$ cat src/rtl/hazard_ctrl.sv
// Pipeline hazard controller: load-use stall, multi-cycle multiply hold and
// taken-branch flush, with saturating stall/flush event counters.
//
//   state    | meaning
//   ---------+-----------------------------------------------------------
//   IDLE     | normal issue; resolves load-use, branch flush, mul start
//   MUL_WAIT | multiply occupying EX; ID/EX frozen, front end stalled
module hazard_ctrl #(
   parameter int unsigned MUL_LAT = 4
) (
   input  logic        clk_i,
   input  logic        rst_i,
   input  logic [4:0]  ifid_rs1_i,
   input  logic [4:0]  ifid_rs2_i,
   input  logic [4:0]  idex_rd_i,
   input  logic        idex_MemRead_i,
   input  logic        idex_Mul_i,
   input  logic        branch_taken_i,
   output logic        PCWrite_o,
   output logic        IFIDWrite_o,
   output logic        NoOp_o,
   output logic        Flush_o,
   output logic        ExHold_o,
   output logic [15:0] stall_cycles_o,
   output logic [7:0]  flush_count_o
);

   typedef enum logic {IDLE, MUL_WAIT} state_t;

   // cnt holds the number of MUL_WAIT cycles still to go, including the current one
   localparam logic [3:0] CNT_LOAD = 4'(MUL_LAT - 2);

   state_t      state_q, state_d;
   logic [3:0]  cnt_q, cnt_d;
   logic        mul_seen_q, mul_seen_d;
   logic [15:0] stall_q, stall_d;
   logic [7:0]  flush_q, flush_d;
   logic        lu, mt;

   always_comb begin
      lu = idex_MemRead_i && (idex_rd_i != 5'd0) &&
           ((idex_rd_i == ifid_rs1_i) || (idex_rd_i == ifid_rs2_i));
      mt = (state_q == IDLE) && idex_Mul_i && !mul_seen_q;

      state_d     = state_q;
      cnt_d       = cnt_q;
      mul_seen_d  = mul_seen_q;
      PCWrite_o   = 1'b1;
      IFIDWrite_o = 1'b1;
      NoOp_o      = 1'b0;
      Flush_o     = 1'b0;
      ExHold_o    = 1'b0;

      case (state_q)
         IDLE: begin
            if (mt) begin
               ExHold_o    = 1'b1;
               PCWrite_o   = 1'b0;
               IFIDWrite_o = 1'b0;
               // at the minimum latency the trigger cycle alone covers the hold
               if (CNT_LOAD == 4'd0) begin
                  mul_seen_d = 1'b1;
               end else begin
                  state_d = MUL_WAIT;
                  cnt_d   = CNT_LOAD;
               end
            end else begin
               mul_seen_d = 1'b0;
               if (lu) begin
                  NoOp_o      = 1'b1;
                  PCWrite_o   = 1'b0;
                  IFIDWrite_o = 1'b0;
               end else if (branch_taken_i) begin
                  Flush_o = 1'b1;
               end
            end
         end
         MUL_WAIT: begin
            ExHold_o    = 1'b1;
            PCWrite_o   = 1'b0;
            IFIDWrite_o = 1'b0;
            cnt_d       = cnt_q - 4'd1;
            if (cnt_d == 4'd0) begin
               state_d    = IDLE;
               mul_seen_d = 1'b1;
            end
         end
         default: state_d = IDLE;
      endcase

      if (!rst_i) begin
         PCWrite_o   = 1'b0;
         IFIDWrite_o = 1'b0;
         NoOp_o      = 1'b1;
         Flush_o     = 1'b0;
         ExHold_o    = 1'b0;
      end

      stall_d = stall_q;
      if (!PCWrite_o && (stall_q != 16'hFFFF)) stall_d = stall_q + 16'd1;
      flush_d = flush_q;
      if (Flush_o && (flush_q != 8'hFF)) flush_d = flush_q + 8'd1;
   end

   always_ff @(posedge clk_i) begin
      if (!rst_i) begin
         state_q    <= IDLE;
         cnt_q      <= 4'd0;
         mul_seen_q <= 1'b0;
         stall_q    <= 16'd0;
         flush_q    <= 8'd0;
      end else begin
         state_q    <= state_d;
         cnt_q      <= cnt_d;
         mul_seen_q <= mul_seen_d;
         stall_q    <= stall_d;
         flush_q    <= flush_d;
      end
   end

   assign stall_cycles_o = stall_q;
   assign flush_count_o  = flush_q;

endmodule

$ cat config.mk
export PLATFORM = sky130hd
export DESIGN_NAME = hazard_ctrl
export DESIGN_NICKNAME = d
export VERILOG_FILES = /design/src/rtl/hazard_ctrl.sv
export SDC_FILE = /design/constraint.sdc
export NUM_CORES = 1
export LEC_CHECK = 0
export ABC_AREA = 0
export ABC_CLOCK_PERIOD_IN_PS = 2600
export CAP_MARGIN = 15
export CORE_MARGIN = 4
export CORE_UTILIZATION = 43
export DETAILED_ROUTE_END_ITERATION = 6
export PLACE_DENSITY = 0.74
export RECOVER_POWER = 100
export SLEW_MARGIN = 25
export SYNTH_ARGS = -nofsm -noshare
export SYNTH_HDL_FRONTEND = slang
export SYNTH_SLANG_ARGS = --single-unit
$ cat constraint.sdc
create_clock -name clk_i -period 2.6 [get_ports clk_i]
set_clock_uncertainty 0.2 [all_clocks]
set_input_delay 0.52 -clock clk_i [delete_from_list [all_inputs] [get_ports clk_i]]
set_output_delay 0.52 -clock clk_i [all_outputs]
set_load 0.03 [all_outputs]
# After elaboration in Yosys (flattened, before gate mapping)
# Index checks and enable logic that the tools add are counted.
[word_totals]
wordCells = 51
register_bits = 30
out_inout_bits = 29
in_bits = 20
[classes]
reduce_logical = 12
bitwise = 1
add_sub_neg = 3
eq_ne = 7
n_mux = 23
[op_table]
columns = ["op", "count"]
rows = [
  ["$mux W1", 17],
  ["$add A16 B1 Y16 const B", 1],
  ["$ne A16 B16 Y1 const B", 1],
  ["$eq A5 B5 Y1", 2],
  ["$add A8 B1 Y8 const B", 1],
  ["$ne A8 B8 Y1 const B", 1],
  ["$pmux W1 S2", 4],
  ["$pmux W4 S2", 1],
  ["$logic_and A1 B1 Y1", 6],
  ["$reduce_bool A5 Y1", 1],
  ["$logic_not A4 Y1", 1],
  ["$mux W4", 1],
  ["$ne A2 B2 Y1 const B", 2],
  ["$sub A4 B1 Y4 const B", 1],
  ["$logic_not A1 Y1", 2],
  ["$ne A2 B1 Y1 const B", 1],
  ["$reduce_and A2 Y1", 1],
  ["$logic_or A1 B1 Y1", 1],
  ["$not A1 Y1", 1],
]

# Depth between registers and ports, before layout
[depth]
word_depth = 9
mapped_depth = 8

# Least setup slack after synthesis
# Ideal clock, no wire load.
[synth_path]
path_type = "input port to output port"
from = "input port idex_rd_i[1]"
to = "output port PCWrite_o"
required_ps = 1880
slack_ps = -127
t_arrival_ps = 2007
stages = 6
path_buffers = 3
cell_sequence = "or4_4 o21a_4 a211oi_4 buf_6 buf_12 buf_4"
[synth_between]
elab_chain_len = 7
[synth_rtl]
columns = ["item", "line_no", "rtl"]
rows = [
  ["start, declared", "15", "input logic [4:0] idex_rd_i,"],
  ["$eq A5 B5 Y1 / $reduce_bool A5 Y1 (equally long branches)", "42, 41", ""],
  ["$logic_or A1 B1 Y1 / $logic_and A1 B1 Y1 (equally long branches)", "42, 41", ""],
  ["$logic_and A1 B1 Y1 (*)", "41", "lu = idex_MemRead_i && (idex_rd_i != 5'd0) &&"],
  ["$mux W1 (*) (2 in series)", "n/a", ""],
  ["$pmux W1 S2 (*)", "n/a", ""],
  ["$mux W1 (*)", "n/a", ""],
  ["end, declared", "19", "output logic PCWrite_o,"],
]
# Mark *: on every way between the ends. The rest lies on a longest branch, timed or not.

# Worst setup path after layout
[layout_path]
from = "input port idex_rd_i[2]"
to = "output port PCWrite_o"
[layout_between]
elab_chain_len = 7
[layout_rtl]
columns = ["item", "line_no", "rtl"]
rows = [
  ["$eq A5 B5 Y1 / $reduce_bool A5 Y1 (equally long branches)", "42, 41", ""],
  ["$logic_or A1 B1 Y1 / $logic_and A1 B1 Y1 (equally long branches)", "42, 41", ""],
  ["$logic_and A1 B1 Y1 (*)", "41", ""],
  ["$mux W1 (*)", "69", "if (lu) begin"],
  ["$mux W1 (*)", "56", "if (mt) begin"],
  ["$pmux W1 S2 (*)", "54", "case (state_q)"],
  ["$mux W1 (*)", "91", "if (!rst_i) begin"],
]
# Marked as above.

==> results.json <==
{
  "outcome": "finished with violations",
  "violations": "negative setup slack",
  "fp.dieH_um": 71.9,
  "antenna_left": 0,
  "slew_headroom_pct": 64.5,
  "cap_violations": 0,
  "remaining_drc_errors": 0,
  "switching_power_mw": 0.304,
  "cts_tree": "done",
  "grt.total_usage_pct": 17.2,
  "worst_setup_path_start_kind": "input port",
  "min_path_type": "flip-flop to flip-flop",
  "clk_path_buf_depth": 2,
  "crit_fanout": 4,
  "worstMarginPinSlew_ns": 0.533,
  "async_flop_share_pct": 0,
  "final_nets": 289,
  "path_common_cell": "buf_6",
  "start_util_pct": 46.3,
  "preCtsSetupSlack_ns": -0.447,
  "switching_share_pct": 27.9,
  "drive_above_1_share_pct": 22.9,
  "vdd_drop_max_uv": 278,
  "diodes": 0,
  "p_leak_nw": 0.993,
  "power.total_mw": 1.09,
  "period_needed_ns": 2.64,
  "synth_area_per_cell_um2": 8.83,
  "slowest_stage": "or4_4",
  "grt_max_degree": 22,
  "slew_violations": 0,
  "max_freq_mhz": 378,
  "core_area_mm2": 0.00380,
  "ctsHoldBuffers": 0,
  "dpl_cell_area_mm2": 0.00236,
  "gp_congestion": 0.760,
  "p_int_mw": 0.786,
  "critical-path-max-stage-delay_ns": 0.53,
  "vias": 1741,
  "cts.htree.levels": 2,
  "grt-ovfl-total": 0,
  "cts_root_buf": "clkbuf_8",
  "critPathCaptureType": "output pin",
  "numPortBuffers": 48,
  "cts_sinks": 30,
  "clk_latency_ns": 0.29,
  "area_growth_pct": 41.3,
  "synth_ff_type": "dfxtp_1",
  "critPathArrivalTime_ns": 1.92,
  "die_x_um": 71.9,
  "io_pins": 49,
  "wl_per_cell_um": 13.3,
  "worstHoldPathCells": 2,
  "powerDensity_mw_per_mm2": 439,
  "p_seq_share_pct": 44.6,
  "pwr-share-comb_pct": 19.0,
  "fin_area_mm2": 0.00248,
  "ys_types": 50,
  "synthesis.area_mm2": 0.00176,
  "drt_iter0_drc": 62,
  "r2r_slack_ns": 0.41,
  "dieArea_mm2": 0.00518,
  "place_hpwl_um": 3090,
  "critPathKind": "input port to output pin",
  "reg2reg_depth": 6,
  "grt_pass1_wl_um": 7180,
  "setup_slack_ns": -0.0427,
  "synth-edff-count": 0,
  "first_global_vias": 1637,
  "antenna_found_initial": 0,
  "drt_pass1_iterations": 4,
  "ys_warn_count": 0,
  "drt-vias-per-instance": 5.54,
  "final_cell_mix": "dfxtp_1, dlygate4sd3_1, buf_4, nand2_1, a21oi_1",
  "wl_um": 4180,
  "final_common_cell": "dfxtp_1",
  "cp.required_ns": 1.88,
  "synth_seq_cells": 30,
  "rows": 22,
  "crit_chain": "buf_6, or4_4, o21a_4, a211oi_4, buf_6",
  "clk_pin_slew_ns": 0.07,
  "clock_power_share_pct": 36.4,
  "finalHoldViolCount": 0,
  "min_period_over_period_pct": 102,
  "syn_nets": 223,
  "rsz0062_at_grt": "true",
  "setup_violations": 2,
  "numCtsBuffers": 5,
  "yosysSeqAreaShare_pct": 34.2,
  "syn_inst": 199
}
[layer usage]
metal	track usage (%)	vias up	part of all wire, %
met5	0	-	0
met4	6.89	0	1.4
met3	4.29	5	6.0
met2	28.4	45	47
met1	21.3	801	45
li1	-	890	-
[Yosys cell counts (5+ instances only)]
master,count,area [µm²]
a21oi_1,12,60.1
inv_1,8,30.0
nand3_1,11,55.1
xnor2_1,11,96.3
dfxtp_1,30,601
and3_1,5,31.3
nand2_1,14,52.6
nor2_1,7,26.3
nand4_1,5,31.3
or4_1,5,37.5
o31ai_1,10,75.1
a21oi_2,5,43.8
o21ai_0,5,25.0
mux2i_1,6,60.1
[final timing paths]
path / start / to
worst max register to register: stall_cycles_o[11]$_SDFFE_PN0P_ / stall_cycles_o[4]$_SDFFE_PN0P_
worst min-delay path: stall_cycles_o[13]$_SDFFE_PN0P_ / stall_cycles_o[13]$_SDFFE_PN0P_
worst min register to register: stall_cycles_o[13]$_SDFFE_PN0P_ / stall_cycles_o[13]$_SDFFE_PN0P_
worst max-delay path: idex_rd_i[2] / PCWrite_o
[power groups by stage]
stage | Sequential, mW | Clock, mW | Combinational (mW)
6_report | 0.486 | 0.397 | 0.207
2_1_floorplan | 0.504 | 0 | 0.112
5_1_grt | 0.488 | 0.419 | 0.229
3_5_place_dp | 0.496 | 0 | 0.209
4_1_cts | 0.486 | 0.408 | 0.210
3_3_place_gp | 0.496 | 0 | 0.207
[stage by stage]
stage               util, %  hold WS, ns  cells  setup TNS, ns
global route           65.4        0.306    314         -0.241
global placement       62.2        0.275    304          -5.86
floorplan                 -        0.268    199        -0.0631
detailed placement     62.2        0.274    304          -6.13
finish                 65.4        0.281    314        -0.0850
CTS                    65.0        0.284    314         -0.205
[area by class of cell]
type	count	area [µm²]
fill	353	1320
clock inverter	2	12.5
multi-input combinational	151	1080
timing repair buffer	69	622
clock buffer	6	82.6
inverter	8	30.0
tap	48	60.1
sequential	30	601
[cells by family after synthesis]
group | share of synthesized area, %
and+or+nand+nor | 24.8
adders and majority gates | 2.85
DFF | 34.2
xor gates and xnor gates | 5.98
buffers and inverters | 5.77
muxes | 3.42
AOI/OAI and AO/OA | 23.1
[registers in the layout, indices dropped and copies added (netlist names)]
name	flops
cnt_q	4
flush_count_o	8
mul_seen_q	1
stall_cycles_o	16
state_q	1
[critical path: cells and delay by family]
family / cells / cell delay (ns)
compound gates: 2 / 0.58
buf+inv: 2 / 0.28
simple gates: 1 / 0.53
[timing repair]
item | CTS | global route
pin swaps | 8 | 11
setup endpoints to repair | 9 | 5
buffers inserted | 2 | 0
endpoints found under the hold margin | 0 | 0
gates resized for setup | 31 | 9
cloned | 0 | 0
(Power assumes the default switching activity.)
